===== src/rtl/epc_pkg.sv =====
// Shared definitions for the EPC register-bus controller: state encoding,
// error read data and the reserved control word address.
package epc_pkg;

    typedef enum logic [2:0] {
        ST_IDLE,
        ST_DECODE,
        ST_ACCESS,
        ST_RESP,
        ST_HOLD
    } epc_state_t;

    localparam logic [31:0] EPC_ERR_DATA  = 32'hdead_beef;
    localparam logic [31:0] EPC_CTRL_ADDR = 32'h0000_0000;

    // Any byte lane of the control word selects it.
    function automatic logic is_ctrl_word(input logic [31:0] addr);
        return addr[31:2] == EPC_CTRL_ADDR[31:2];
    endfunction

endpackage


===== src/rtl/epc_decode.sv =====
// Combinational EPC address decode: one-hot slave select from the index
// field plus a flag for any address bit outside the mapped window.
module epc_decode
    import epc_pkg::*;
#(
    parameter int SEL_LSB = 8,
    parameter int SEL_W   = 5,
    parameter int ADDR_W  = 16
) (
    input  logic [31:0]             i_addr,
    output logic [(2**SEL_W)-1:0]   o_sel,
    output logic                    o_unmapped
);

    localparam int NSLV  = 2**SEL_W;
    // Everything from the lower of ADDR_W and the index-field top upwards is unmapped.
    localparam int MAP_W = (ADDR_W < SEL_LSB + SEL_W) ? ADDR_W : (SEL_LSB + SEL_W);
    localparam logic [32:0] MAP_BITS   = (33'd1 << MAP_W) - 33'd1;
    localparam logic [31:0] UNMAP_MASK = ~MAP_BITS[31:0];

    logic [SEL_W-1:0] w_idx;

    assign w_idx      = i_addr[SEL_LSB +: SEL_W];
    assign o_sel      = {{(NSLV-1){1'b0}}, 1'b1} << w_idx;
    assign o_unmapped = |(i_addr & UNMAP_MASK);

endmodule


===== src/rtl/epc_reg_ctl.sv =====
// EPC register-bus controller: decodes single-beat EPC accesses onto NSLV
// register slaves with a request/ack handshake, timeout and error tracking.
module epc_reg_ctl
    import epc_pkg::*;
#(
    parameter int          SEL_LSB  = 8,
    parameter int          SEL_W    = 5,
    parameter int          ADDR_W   = 16,
    parameter int          TMO      = 16,
    parameter logic [31:0] ERR_DATA = EPC_ERR_DATA
) (
    input  logic                        clk,
    input  logic                        rst_n,
    input  logic                        epc_cs_n,
    input  logic                        epc_ads,
    input  logic                        epc_rnw,
    input  logic [31:0]                 epc_addr,
    input  logic [3:0]                  epc_be,
    input  logic [31:0]                 epc_wdata,
    output logic [31:0]                 epc_rdata,
    output logic                        epc_rdy,
    output logic [(2**SEL_W)-1:0]       reg_sel,
    output logic [SEL_LSB-3:0]          reg_addr,
    output logic [3:0]                  reg_be,
    output logic [31:0]                 reg_wdata,
    output logic                        reg_wr,
    output logic                        reg_rd,
    input  logic [32*(2**SEL_W)-1:0]    reg_rdata,
    input  logic [(2**SEL_W)-1:0]       reg_ack,
    output logic                        err_flag,
    output logic [15:0]                 err_cnt
);

    localparam int NSLV = 2**SEL_W;
    localparam logic [15:0] TMO_LAST = 16'(TMO - 1);

    epc_state_t         r_state;
    logic [31:0]        r_addr;
    logic               r_rnw;
    logic [15:0]        r_cnt;
    logic               r_rdy;
    logic [31:0]        r_rdata;
    logic [NSLV-1:0]    r_sel;
    logic               r_wr;
    logic               r_rd;
    logic [SEL_LSB-3:0] r_reg_addr;
    logic [3:0]         r_be;
    logic [31:0]        r_wdata;
    logic               r_err_flag;
    logic [15:0]        r_err_cnt;

    logic [NSLV-1:0]    w_sel;
    logic               w_unmapped;
    logic [SEL_W-1:0]   w_idx;
    logic [SEL_W+4:0]   w_base;
    logic [31:0]        w_slv_rdata;
    logic               w_active;
    logic               w_ack;
    logic               w_timeout;
    logic               w_ctrl_wr;
    logic               w_err_evt;
    logic               w_clr_evt;
    logic [15:0]        w_err_cnt_nxt;

    epc_decode #(
        .SEL_LSB (SEL_LSB),
        .SEL_W   (SEL_W),
        .ADDR_W  (ADDR_W)
    ) u_decode (
        .i_addr     (r_addr),
        .o_sel      (w_sel),
        .o_unmapped (w_unmapped)
    );

    assign w_idx       = r_addr[SEL_LSB +: SEL_W];
    assign w_base      = {w_idx, 5'd0};
    assign w_slv_rdata = reg_rdata[w_base +: 32];
    assign w_active    = ~epc_cs_n;
    assign w_ack       = |(reg_ack & r_sel);
    assign w_timeout   = (r_cnt == TMO_LAST);
    assign w_ctrl_wr   = ~r_rnw & is_ctrl_word(r_addr);

    // Error/clear events are only honoured while the EPC still holds chip select.
    assign w_err_evt = w_active &
                       (((r_state == ST_DECODE) & w_unmapped) |
                        ((r_state == ST_ACCESS) & ~w_ack & w_timeout));
    assign w_clr_evt = w_active & (r_state == ST_DECODE) & ~w_unmapped & w_ctrl_wr;

    assign w_err_cnt_nxt = w_clr_evt ? 16'd0 :
                           (w_err_evt && r_err_cnt != 16'hffff) ? r_err_cnt + 16'd1 :
                           r_err_cnt;

    always_ff @(posedge clk or negedge rst_n) begin
        if (!rst_n) begin
            r_state    <= ST_IDLE;
            r_addr     <= '0;
            r_rnw      <= 1'b0;
            r_cnt      <= '0;
            r_rdy      <= 1'b0;
            r_rdata    <= '0;
            r_sel      <= '0;
            r_wr       <= 1'b0;
            r_rd       <= 1'b0;
            r_reg_addr <= '0;
            r_be       <= '0;
            r_wdata    <= '0;
            r_err_flag <= 1'b0;
            r_err_cnt  <= '0;
        end else begin
            r_wr      <= 1'b0;
            r_rd      <= 1'b0;
            r_rdy     <= 1'b0;
            r_err_cnt <= w_err_cnt_nxt;
            if (w_clr_evt) begin
                r_err_flag <= 1'b0;
            end else if (w_err_evt) begin
                r_err_flag <= 1'b1;
            end

            unique case (r_state)
                ST_IDLE: begin
                    if (!epc_cs_n && epc_ads) begin
                        r_addr     <= epc_addr;
                        r_rnw      <= epc_rnw;
                        r_be       <= epc_be;
                        r_wdata    <= epc_wdata;
                        r_reg_addr <= epc_addr[SEL_LSB-1:2];
                        r_state    <= ST_DECODE;
                    end
                end
                ST_DECODE: begin
                    if (epc_cs_n) begin
                        r_state <= ST_IDLE;
                    end else if (w_unmapped) begin
                        r_rdy   <= 1'b1;
                        r_rdata <= r_rnw ? ERR_DATA : 32'd0;
                        r_state <= ST_RESP;
                    end else if (w_ctrl_wr) begin
                        r_rdy   <= 1'b1;
                        r_rdata <= 32'd0;
                        r_state <= ST_RESP;
                    end else begin
                        r_sel   <= w_sel;
                        r_wr    <= ~r_rnw;
                        r_rd    <= r_rnw;
                        r_cnt   <= '0;
                        r_state <= ST_ACCESS;
                    end
                end
                ST_ACCESS: begin
                    // An ack on the final timeout cycle still completes cleanly.
                    if (epc_cs_n) begin
                        r_sel   <= '0;
                        r_state <= ST_IDLE;
                    end else if (w_ack) begin
                        r_sel   <= '0;
                        r_rdy   <= 1'b1;
                        r_rdata <= r_rnw ? w_slv_rdata : 32'd0;
                        r_state <= ST_RESP;
                    end else if (w_timeout) begin
                        r_sel   <= '0;
                        r_rdy   <= 1'b1;
                        r_rdata <= r_rnw ? ERR_DATA : 32'd0;
                        r_state <= ST_RESP;
                    end else begin
                        r_cnt <= r_cnt + 16'd1;
                    end
                end
                ST_RESP: begin
                    r_state <= ST_HOLD;
                end
                ST_HOLD: begin
                    if (epc_cs_n) begin
                        r_state <= ST_IDLE;
                    end
                end
                default: begin
                    r_state <= ST_IDLE;
                end
            endcase
        end
    end

    assign epc_rdy   = r_rdy;
    assign epc_rdata = r_rdata;
    assign reg_sel   = r_sel;
    assign reg_wr    = r_wr;
    assign reg_rd    = r_rd;
    assign reg_addr  = r_reg_addr;
    assign reg_be    = r_be;
    assign reg_wdata = r_wdata;
    assign err_flag  = r_err_flag;
    assign err_cnt   = r_err_cnt;

endmodule


===== config.mk =====
export PLATFORM = sky130hd
export DESIGN_NAME = epc_reg_ctl
export DESIGN_NICKNAME = d
export VERILOG_FILES = /design/src/rtl/epc_pkg.sv /design/src/rtl/epc_decode.sv /design/src/rtl/epc_reg_ctl.sv
export SDC_FILE = /design/constraint.sdc
export NUM_CORES = 1
export LEC_CHECK = 0
export CAP_MARGIN = 20
export CORE_AREA = 2 2 482 484
export CTS_BUF_LIST = sky130_fd_sc_hd__clkbuf_2
export DETAILED_ROUTE_END_ITERATION = 10
export DIE_AREA = 0 0 484 486
export GPL_TIMING_DRIVEN = 1
export PLACE_DENSITY = 0.33
export SYNTH_ARGS = -nofsm -noshare
export SYNTH_HDL_FRONTEND = slang
export SYNTH_SLANG_ARGS = --single-unit

===== constraint.sdc =====
create_clock -name clk -period 2.2 [get_ports clk]
set_input_delay 0.55 -clock clk [delete_from_list [all_inputs] [get_ports clk]]
set_output_delay 0.55 -clock clk [all_outputs]
set_load 0.02 [all_outputs]

==> impl_metrics.yaml <==
synthesis:
  synth_seq_cells: 170
  synthXorXnorAreaFrac_pct: 1.15
  synth_compound_area_share_pct: 10.8
  syn_inst: 1207
  yosys.area_share.simple_pct: 10.4
  synth.avg_cell_area_um2: 12.6
  synth_top_family_by_area: "multiplexers"
  ys_seq_area_share_pct: 27.9
  syn_area_um2: 15200
  synth_edf_count: 0
  syn_nets: 2338
  ys_types: 65
  yosys_warnings: 0
  ys.flop_type: "dfrtp_1"
  synth_async_sr_flop_share_pct: 100
  synthAdderAreaFrac_pct: 0.164
  synth_mux_area_share_pct: 45.9
floorplan:
  io_pins: 1255
  die-area_um2: 235000
  die_w_um: 484
  fp-row-count: 176
  die_h_um: 486
  initial_utilization_pct: 6.64
  coreArea_um2: 229000
setup_path:
  crit_top_cell: "buf_6"
  path_depth: 13
  cp_max_fo: 8
  start_kind: "register"
  cpLargestDelayFamily: "buffers and inverters"
  r2r-start: "r_addr[8]$_DFFE_PN0P_"
  slowest_stage: "dfrtp_4"
  end_kind: "register"
  crit_buf_inv: 6
  reg2reg_to: "reg_sel[10]$_DFFE_PN0P_"
  slowest_delay_ns: 0.65
  critPathArrivalTime_ns: 3.87
  cp_cell_sequence: "buf_16, or3_4, nand4b_1, buf_6, nor2_4, buf_6, nor3_4, o22ai_4, buf_6, clkbuf_16, buf_6, nand2_2, o31ai_2"
  crit_required_ns: 3.26
  path_class: "register to register"
  reg2reg_depth: 13
  r2r_slack_ns: -0.60
clocking:
  cts_root_buffer: "clkbuf_2"
  cts_tree: "done"
  path_clk_slew_ns: 0.37
  clock-sinks: 170
  clk-insertion-delay-late_ns: 1.14
  htree_levels: 4
  cts.path.max_buffers: 2
  cts_made_buffers: 17
global_route:
  first_global_vias: 21100
  grt_start_max_net_pins: 75
  grt_use_total_pct: 15.8
  antenna_found_initial: 177
  grt-ovfl-total: 0
  grt_pass1_wl_mm: 240
finish:
  final_cells: 5955
  fin_nets: 4018
  drive_gt1_share_pct: 40.8
  final_util_pct: 16.7
  syn_to_final_growth_pct: 151
timing:
  setup_viol_count_final: 210
  period_share_pct: 127
  worst_pin_slew_ns: 0.976
  slew_viol_final: 0
  hold_viol: 0
  rsz0062_at_grt: "true"
  period_needed_ns: 2.80
  relSlewSlack_pct: 34.7
  max_freq_ghz: 0.357
  setup_ws_ns: -0.603
  fin_skew_ns: 0.102
drt:
  firstDrtPassIters: 4
  avgRoutedWirePerCell_um: 32.7
  drt_first_iter_violations: 1188
  totalWireLength_mm: 195
  ant_nets: 0
  vias_per_cell: 3.37
  drcViolationCount: 0
  via_count: 20100
placed_design:
  port_buffers: 1252
  place_hpwl_mm: 174
  place.gp.congestion: 0.900
  placedCellCount: 5677
pwr:
  power_density_nw_per_um2: 1180
  power.leakage_nw: 13.9
  ir_drop_mv: 1.13
worst_hold_path:
  min_path_type: "primary input to register"
  hold_depth: 2
  min_to: "r_addr[22]$_DFFE_PN0P_"
  worstHoldStart: "epc_addr[22]"
job:
  maxCapViolations: 0
outcome:
  violations: "setup timing"
  status: "complete, but fails checks"
## flip-flops by register name, indices dropped and copies added (netlist names)
name / cells
epc_rdata: 32
reg_sel: 32
reg_wdata: 32
r_addr: 30
err_cnt: 16
r_cnt: 16
reg_be: 4
r_state: 3
epc_rdy: 1
err_flag: 1
r_rnw: 1
reg_rd: 1
reg_wr: 1
## power breakdown
group / switching [mW] / total, mW / internal (mW) / leakage, nW
Sequential: 1.15 / 5.52 / 4.37 / 2.09
Combinational: 19.2 / 37.4 / 18.3 / 11.7
Clock: 1.60 / 2.21 / 0.604 / 0.166
## cells by family after synthesis
| logic type | Yosys count |
|---|---|
| multiplexers | 356 |
| AND/OR/NAND/NOR | 311 |
| AO/OA/AOI/OAI | 224 |
| flip-flops | 170 |
| buffers and inverters | 124 |
| XOR/XNOR | 20 |
| adder cells (fa/ha/maj) | 2 |
## how the worst max path moves through the flow
stage,startpoint,end,slack (ns)
floorplan,reg_ack[11],r_cnt[14]$_DFFE_PN0P_,-0.16
global route,r_addr[27]$_DFFE_PN0P_,epc_rdata[12]$_DFFE_PN0P_,-0.70
finish,r_addr[8]$_DFFE_PN0P_,reg_sel[10]$_DFFE_PN0P_,-0.60
global placement,reg_ack[3],epc_rdata[11]$_DFFE_PN0P_,-0.93
CTS,r_addr[27]$_DFFE_PN0P_,r_cnt[15]$_DFFE_PN0P_,-0.56
detailed placement,r_addr[25]$_DFFE_PN0P_,r_cnt[15]$_DFFE_PN0P_,-0.90
## layer usage
layer / up-vias / GRT usage, % / part of all wire, %
met2: 997 / 28.8 / 51
met4: 98 / 1.84 / 1.3
met3: 277 / 4.83 / 7.5
li1: 8464 / - / -
met5: - / 0 / 0.33
met1: 10200 / 18.6 / 39
## cell usage after synthesis (2+ instances only)
library cell	instances	area (um^2)
nand3_1	42	210
nor2_1	48	180
buf_2	38	190
o22a_1	20	175
or4_1	7	52.6
mux4_2	268	6040
a31oi_1	2	12.5
o221ai_1	10	87.6
xor2_1	10	87.6
a221oi_1	14	123
buf_1	18	67.6
or3b_2	3	26.3
inv_2	2	7.51
nor2b_1	15	93.8
nand2_1	103	387
nand4_1	18	113
a21oi_2	10	87.6
mux2i_1	19	190
nor3_2	2	20.0
dfrtp_1	170	4250
o22ai_1	20	125
buf_4	7	52.6
o31ai_1	39	293
a22oi_1	40	300
xnor2_1	10	87.6
inv_1	4	15.0
and4_1	3	26.3
ha_1	2	25.0
buf_6	3	33.8
o21ai_0	32	160
nor3_1	16	80.1
and3_1	17	106
clkbuf_1	51	191
or3_1	4	25.0
nor4_1	9	56.3
mux2_2	69	777
nand4b_1	2	17.5
a21oi_1	22	110
o2111ai_1	2	17.5
nand3b_1	3	22.5
and2_1	5	31.3
nand2b_1	5	31.3
## layout by cell type (no fill, tap or decap), types with 9 or more instances in the layout
cell             instances
mux2_2                  69
dlygate4sd3_1           66
a22oi_2                 19
nor3_1                  11
o22ai_1                 20
a21oi_2                 16
o21ai_2                 10
nand4_1                 18
nand2_2                 20
buf_4                  309
nand2_1                 72
clkbuf_2                17
o21ai_1                 12
nor2_1                  44
mux2i_1                 15
clkdlybuf4s50_1       1125
buf_8                   27
a221oi_1                 9
mux4_2                 268
xnor2_1                 10
dfrtp_1                136
nand3_1                 25
nand3_2                 17
buf_12                  70
o21ai_0                 11
o31ai_4                 21
a21oi_1                 16
o22a_1                  20
nand2_4                 11
dfrtp_2                 29
buf_6                  166
o31ai_2                 17
a22oi_1                 21
diode_2                 29
and3_1                  17
nor2b_1                 12
xor2_1                   9
## per-stage QoR
stage	instance area (um^2)	worst slack (ns)	total power [mW]	setup TNS (ns)	hold slack (ns)
2_1_floorplan	15400	-0.163	19.1	-4.49	0.254
3_3_place_gp	34200	-0.926	39.0	-83.76	0.410
6_report	38300	-0.603	45.1	-56.92	0.194
3_5_place_dp	34200	-0.898	39.0	-84.12	0.407
5_1_grt	38300	-0.697	47.5	-94.93	0.0198
4_1_cts	37100	-0.561	44.5	-86.44	0.00375
## final cells by class
class                      instances  area (um^2)
timing repair buffer            1778        18300
clock inverter                    15          201
fill                           25700       191000
antenna                           29         72.6
tap                             3026         3790
inverter                           7         28.8
sequential                       170         4310
multi-input combinational        913        11500
clock buffer                      17         85.1
## repair_timing
item	in CTS	in global routing
gates cloned	5	7
buffers inserted	97	54
pin swaps	39	41
endpoints found under the hold margin	234	0
gates resized for setup	879	141
hold buffers	66	0
endpoints found under the setup margin	227	227
(Power assumes the default switching activity.)
